File: config.mk
export PLATFORM = sky130hd
export DESIGN_NAME = hs_ram_arbiter
export DESIGN_NICKNAME = d
export VERILOG_FILES = /design/src/rtl/hs_ram_arbiter.sv
export SDC_FILE = /design/constraint.sdc
export NUM_CORES = 1
export LEC_CHECK = 0
export BUFFER_PORTS_ARGS = -buffer_cell sky130_fd_sc_hd__buf_2
export CORE_UTILIZATION = 45
export CTS_BUF_LIST = sky130_fd_sc_hd__clkbuf_4 sky130_fd_sc_hd__clkbuf_8 sky130_fd_sc_hd__clkbuf_16
export DETAILED_ROUTE_END_ITERATION = 8
export PLACE_DENSITY = 0.85
export SETUP_SLACK_MARGIN = 0.02
export SLEW_MARGIN = 20
export SYNTH_ARGS = -nofsm -noshare
export SYNTH_HDL_FRONTEND = slang
export SYNTH_SLANG_ARGS = --single-unit
File: constraint.sdc
create_clock -name clk_sys -period 4.65 [get_ports clk_sys]
set_input_delay 0.6975 -clock clk_sys [delete_from_list [all_inputs] [get_ports clk_sys]]
set_output_delay 0.6975 -clock clk_sys [all_outputs]
set_load 0.01 [all_outputs]
File: src/rtl/hs_ram_arbiter.sv
`default_nettype none
// ============================================================================
// Module   : hs_ram_arbiter
// Purpose  : Hands the core work-RAM port to the hiscore engine while the CPU
//            is paused. Define HS_ARB_VBL_SYNC_EN to delay the handover until
//            vertical blank, with a timeout.
// Revision : 1.0 - initial release
// ============================================================================
module hs_ram_arbiter #(
    parameter int AW      = 16,
    parameter int DW      = 8,
    parameter int SETTLE  = 4,
    parameter int TIMEOUT = 2000000
) (
    input  logic          clk_sys,
    input  logic          reset,
    input  logic          user_pause,
    input  logic          vblank,
    input  logic          hs_req,
    input  logic [AW-1:0] hs_ad,
    input  logic [DW-1:0] hs_din,
    input  logic          hs_we,
    output logic          hs_grant,
    output logic [DW-1:0] hs_dout,
    input  logic [AW-1:0] cpu_ad,
    input  logic [DW-1:0] cpu_din,
    input  logic          cpu_we,
    output logic [AW-1:0] ram_ad,
    output logic [DW-1:0] ram_din,
    output logic          ram_we,
    input  logic [DW-1:0] ram_dout,
    output logic          pause_n,
    output logic [15:0]   wr_count
);

    typedef enum logic [2:0] {
        S_IDLE     = 3'd0,
        S_WAIT_VBL = 3'd1,
        S_STALL    = 3'd2,
        S_GRANT    = 3'd3,
        S_RELEASE  = 3'd4
    } state_t;

    localparam logic [3:0] SETTLE_LOAD = 4'(SETTLE - 1);

    state_t      r_state;
    logic        r_arb_pause;
    logic        r_grant;
    logic [3:0]  r_settle;
    logic [15:0] r_wr_count;

`ifdef HS_ARB_VBL_SYNC_EN
    localparam int TW = (TIMEOUT > 2) ? $clog2(TIMEOUT) : 1;
    localparam logic [TW-1:0] TMO_LAST = TW'(TIMEOUT - 1);
    logic [TW-1:0] r_tmo;
    logic          w_vbl_go;

    assign w_vbl_go = vblank || (r_tmo == TMO_LAST);
`else
    logic w_unused_vblank;

    assign w_unused_vblank = vblank;
`endif

    always_ff @(posedge clk_sys or posedge reset) begin
        if (reset) begin
            r_state     <= S_IDLE;
            r_arb_pause <= 1'b0;
            r_grant     <= 1'b0;
            r_settle    <= 4'd0;
            r_wr_count  <= 16'd0;
`ifdef HS_ARB_VBL_SYNC_EN
            r_tmo       <= '0;
`endif
        end else begin
            case (r_state)
                S_IDLE: begin
                    if (hs_req) begin
                        r_state <= S_WAIT_VBL;
`ifdef HS_ARB_VBL_SYNC_EN
                        r_tmo   <= '0;
`endif
                    end
                end
                S_WAIT_VBL: begin
`ifdef HS_ARB_VBL_SYNC_EN
                    if (!hs_req) begin
                        r_state <= S_IDLE;
                    end else if (w_vbl_go) begin
                        r_state     <= S_STALL;
                        r_settle    <= SETTLE_LOAD;
                        r_arb_pause <= 1'b1;
                    end else begin
                        r_tmo <= r_tmo + 1'b1;
                    end
`else
                    r_state     <= S_STALL;
                    r_settle    <= SETTLE_LOAD;
                    r_arb_pause <= 1'b1;
`endif
                end
                S_STALL: begin
                    // A withdrawn request still goes through RELEASE so the
                    // CPU bus is held quiet for one more cycle before un-pausing.
                    if (!hs_req) begin
                        r_state <= S_RELEASE;
                    end else if (r_settle == 4'd0) begin
                        r_state <= S_GRANT;
                        r_grant <= 1'b1;
                    end else begin
                        r_settle <= r_settle - 1'b1;
                    end
                end
                S_GRANT: begin
                    if (hs_we && (r_wr_count != 16'hFFFF)) begin
                        r_wr_count <= r_wr_count + 16'd1;
                    end
                    if (!hs_req) begin
                        r_state <= S_RELEASE;
                        r_grant <= 1'b0;
                    end
                end
                S_RELEASE: begin
                    r_state     <= S_IDLE;
                    r_arb_pause <= 1'b0;
                end
                default: begin
                    r_state     <= S_IDLE;
                    r_arb_pause <= 1'b0;
                    r_grant     <= 1'b0;
                end
            endcase
        end
    end

    // Mux driven from the registered grant so the select never glitches.
    assign hs_grant = r_grant;
    assign hs_dout  = ram_dout;
    assign ram_ad   = r_grant ? hs_ad  : cpu_ad;
    assign ram_din  = r_grant ? hs_din : cpu_din;
    assign ram_we   = r_grant ? hs_we  : (cpu_we & ~r_arb_pause);
    assign pause_n  = ~(user_pause | r_arb_pause);
    assign wr_count = r_wr_count;

endmodule
`default_nettype wire
======== Word-level counts from Yosys, hierarchy flattened ========
Cells that the tools add are included.
Widths: inputs -> output; s select.
cells by class
  add/sub/neg operators ................... 2
  eq/ne operators ......................... 11
  bitwise logic cells ..................... 5
  mux-type cells .......................... 16
  reduce and logical (&&, ||, !) cells .... 10
operator list
  operator               count
  $add 16x1->16 const B  1
  $mux 16                1
  $ne 16x16->1 const B   1
  $mux 3                 4
  $pmux 3 s4             1
  $ne 2x2->1 const B     5
  $mux 4                 2
  $mux 8                 1
  $pmux 4 s2             1
  $eq 3x2->1 const B     2
  $reduce_and 3->1       2
  $reduce_or 3->1        2
  $logic_not 4->1        1
  $mux 1                 4
  $reduce_and 4->1       1
  $sub 4x1->4 const B    1
  $eq 3x1->1 const B     1
  $eq 3x3->1 const B     1
  $logic_not 3->1        1
  $ne 3x3->1 const B     1
  $not 1->1              3
  $pmux 1 s3             1
  $pmux 1 s2             1
  $reduce_and 2->1       1
  4 further kinds        4
word-level totals
  register bits after elaboration ......... 25
  word-level logic and storage cells ...... 49
  input bits .............................. 63
  output and inout bits ................... 51

======== Depth between registers and ports, before layout ========
  depth after elaboration ................. 4
  gate-level depth with buffers ........... 7
  gate-level depth less buffers ........... 6

======== Worst setup path after synthesis ========
Ideal clock, no wire load.
  kind .................................... register to output
  start ................................... register r_grant (netlist: hs_grant)
  end ..................................... output ram_ad[14]
  path buffers ............................ 2
  slack ................................... 2549 ps
  arrival time ............................ 1403 ps
  stages on the path, launching flop included .. 4
  data required time ...................... 3953 ps
  cells stage by stage .................... dfrtp_1 > clkbuf_1 > buf_1 > mux2_2
between the ends
  cells in the longest elaborated chain, start to end .. 1
RTL lines
  item                    RTL line  RTL
  start, declared         48        logic r_grant;
  start signal, assigned  69        r_grant <= 1'b0;
  start signal, assigned  109       r_grant <= 1'b1;
  start signal, assigned  120       r_grant <= 1'b0;
  $mux 16                 139       assign ram_ad = r_grant ? hs_ad : cpu_ad;
  end, declared           28        output logic [AW-1:0] ram_ad,
Every way passes these cells.

======== Worst setup path after layout ========
  start ................................... register r_grant (netlist: hs_grant)
  end ..................................... output ram_ad[4]
Same word-level chain as after synthesis.

==> results.json <==
{
  "status": "completed",
  "die_height_um": 63.5,
  "final_cell_utilization_of_the_core": 0.631,
  "synthesis.nets": 235,
  "route.detailed.wl_per_inst_um": 14.9,
  "drv.max_cap_violation_count": 0,
  "io_buffers": 96,
  "area_growth_pct": 28.4,
  "multiplexer_share_of_the_synthesized_area": 0.191,
  "ys_dominant_reg_cell": "sky130_fd_sc_hd__dfrtp_1",
  "critPathCaptureType": "output pin",
  "core-area_mm2": 0.00347,
  "vias": 1620,
  "setup_viol": 0,
  "synth_simple_gate_area_share": 0.217,
  "final_replace_weighted_congestion": 0.790,
  "postCtsSetupRepairBufs": 0,
  "fmax_mhz": 392,
  "post_cts_resize_count": 0,
  "slew_headroom": 0.361,
  "synth-seq-area-share": 0.367,
  "number_of_antenna_cells_inserted": 0,
  "met3_wirelength_um": 343,
  "dr.max_layer_used": "met4",
  "yosys_warnings": 0,
  "row_count": 21,
  "drive_above_1_share": 0.542,
  "synth_xor_xnor_area_share": 0.0565,
  "route.layer.met1.wl_mm": 1.71,
  "cellLeakagePower_nw": 1.14,
  "synth_enable_flop_cells": 0,
  "clock_tree.htree_level_count": 1,
  "grt_resource_usage_total": 0.224,
  "rsz0062_at_grt": "false",
  "antenna_found_initial": 0,
  "worst_setup_path_start_kind": "register",
  "post-place-cells": 295,
  "critical_path_peak_fanout": 28,
  "design.die.area_mm2": 0.00404,
  "largest_family_of_logic_cells_by_synthesized_area": "simple AND/OR/NAND/NOR gates",
  "synth-adder-area-share": 0.0220,
  "number_of_global_route_vias_before_repair": 1451,
  "power.ir.vdd_worst_mv": 0.183,
  "timing_max_transition_violations_final": 0,
  "worst_ep_required_time_ps": 3950,
  "powerDensity_mw_per_mm2": 387,
  "fin_skew_ps": 4.84,
  "holdCritPathClass": "register to register",
  "setup_total_negative_slack_ps": 0,
  "cts_buffer_depth": 2,
  "clock_latency_at_the_later_pin_of_the_worst_skew_pair_ps": 270,
  "ys_seq_elements": 25,
  "synth_cells": 169,
  "nets": 320,
  "yosys.cell_types.count": 46,
  "dp.final_hpwl_mm": 3.56,
  "die_width_um": 63.5,
  "synth_top_area_cell": "sky130_fd_sc_hd__dfrtp_1",
  "cts_tree": "done",
  "max_slew.worst_pin.slew_ps": 959,
  "ant_nets": 0,
  "maximum_number_of_pins_on_one_net_before_global_route_repair": 29,
  "hold_violations": 0,
  "ys_top_cells_by_area": "sky130_fd_sc_hd__dfrtp_1, sky130_fd_sc_hd__mux2_2, sky130_fd_sc_hd__buf_4",
  "cts_made_buffers": 3,
  "arrival_ps": 1850,
  "io_pins": 114,
  "numClockSinks": 25,
  "final_cell_count_no_fill": 299,
  "drtPass1Iterations": 4,
  "clock-root-buffer": "sky130_fd_sc_hd__clkbuf_8",
  "detailroute.wirelength.met2_mm": 2.19,
  "period_minus_slack_ps": 2550,
  "synth-compound-area-share": 0.0764,
  "detailedRoute.firstIterationViolations": 28,
  "mappedNetlistArea_mm2": 0.00170,
  "synthDominantCellAreaShare": 0.367,
  "post_drt_via_cell_ratio": 5.42,
  "layout_worst_path_cycle_share": 0.549,
  "grt_first_pass_wirelength_mm": 6.97,
  "wirelength_mm": 4.46,
  "postSynthAreaPerCell_um2": 10.1,
  "drc": 0,
  "overflow": 0,
  "clk_transition_reported_paths_ps": 90,
  "cts-hold-fix-buffers": 0,
  "synth_async_reset_ratio": 1.00,
  "initial_utilization": 0.491,
  "worstSetupPathType": "register to output pin"
}
-- flip-flops by register name, summed over array words and instances, names as in the netlist --
register	count
r_state	3
wr_count	16
r_settle	4
r_arb_pause	1
hs_grant	1
-- placed cells by master (no fill, tap or decap), types with 2 or more instances in the layout --
cell type                   n
sky130_fd_sc_hd__clkbuf_8   3
sky130_fd_sc_hd__nand3_1    8
sky130_fd_sc_hd__nand2_1    6
sky130_fd_sc_hd__nor2_1    13
sky130_fd_sc_hd__nor2b_1    3
sky130_fd_sc_hd__dfrtp_1   25
sky130_fd_sc_hd__nand2b_1   3
sky130_fd_sc_hd__and4_1     2
sky130_fd_sc_hd__xnor2_1    5
sky130_fd_sc_hd__xor2_1     6
sky130_fd_sc_hd__o21ai_0    3
sky130_fd_sc_hd__nand4_1    7
sky130_fd_sc_hd__buf_2     96
sky130_fd_sc_hd__inv_1      5
sky130_fd_sc_hd__ha_1       3
sky130_fd_sc_hd__nor3_1     6
sky130_fd_sc_hd__a21oi_1    5
sky130_fd_sc_hd__mux2_2    28
-- cell families (layout without fill, tap and decap cells) --
family,after synthesis,after routing
and+or+nand+nor,62,62
DFF,25,25
adders and majority gates,3,3
AOI/OAI and AO/OA,18,18
muxes,29,29
xor gates and xnor gates,11,11
buffers and inverters,21,105
-- report_power, final --
part	leakage, nW	switching [mW]	internal (mW)
clock	0.0255	0.0706	0.0600
sequential	0.331	0.0924	0.253
combinational	0.780	0.171	0.198
-- synthesized netlist by cell type, types with 2 or more instances --
cell / n
sky130_fd_sc_hd__buf_2: 2
sky130_fd_sc_hd__buf_4: 8
sky130_fd_sc_hd__inv_1: 5
sky130_fd_sc_hd__nor2_1: 13
sky130_fd_sc_hd__nor3_1: 6
sky130_fd_sc_hd__xnor2_1: 5
sky130_fd_sc_hd__dfrtp_1: 25
sky130_fd_sc_hd__nand2_1: 6
sky130_fd_sc_hd__o21ai_0: 3
sky130_fd_sc_hd__nor2b_1: 3
sky130_fd_sc_hd__clkbuf_1: 4
sky130_fd_sc_hd__mux2_2: 28
sky130_fd_sc_hd__a21oi_1: 5
sky130_fd_sc_hd__xor2_1: 6
sky130_fd_sc_hd__nand4_1: 7
sky130_fd_sc_hd__and4_1: 2
sky130_fd_sc_hd__nand3_1: 8
sky130_fd_sc_hd__ha_1: 3
sky130_fd_sc_hd__nand2b_1: 3
-- critical path, cell delays in order, from the launching register on --
cell                      delay [ps]
sky130_fd_sc_hd__dfrtp_1         980
sky130_fd_sc_hd__mux2_2          450
sky130_fd_sc_hd__buf_2           150
-- metrics by stage --
step	hold WS, ps	instance area, um^2	power, mW	worst slack (ps)
3_3_place_gp	501	2140	0.709	2400
5_1_grt	561	2190	0.905	1970
6_report	514	2190	0.846	2100
2_1_floorplan	484	1700	0.586	2550
4_1_cts	515	2190	0.852	2080
3_5_place_dp	496	2140	0.722	2380
-- path summary, 6_finish.rpt --
| check | start | end | slack (ps) | cells after the start |
|---|---|---|---|---|
| worst max-delay path | hs_grant | ram_ad[4] | 2100 | 2 |
| worst min-delay path | wr_count[3] | wr_count[3] | 510 | 1 |
| worst max register to register | r_state[0] | wr_count[14] | 2780 | 4 |
| worst min register to register | wr_count[3] | wr_count[3] | 510 | 1 |
| max in group asynchronous | reset | r_settle[2] | 3470 | 2 |
| min in group asynchronous | reset | wr_count[0] | 620 | 2 |
-- final cells by class --
type,count,area [um^2]
inverters,5,18.8
well taps,46,57.6
clock buffers,3,41.3
multi-input cells,123,960
flip-flops and latches,25,626
fillers,296,1280
repair buffers,96,480
clock inverters,1,5.00
-- layer usage --
layer | GRT usage | vias up
met2 | 0.378 | 66
met3 | 0.0507 | 12
met5 | 0 | -
met1 | 0.255 | 768
li1 | - | 774
met4 | 0.134 | 0
No activity file was read; power rests on OpenSTA's default activity.
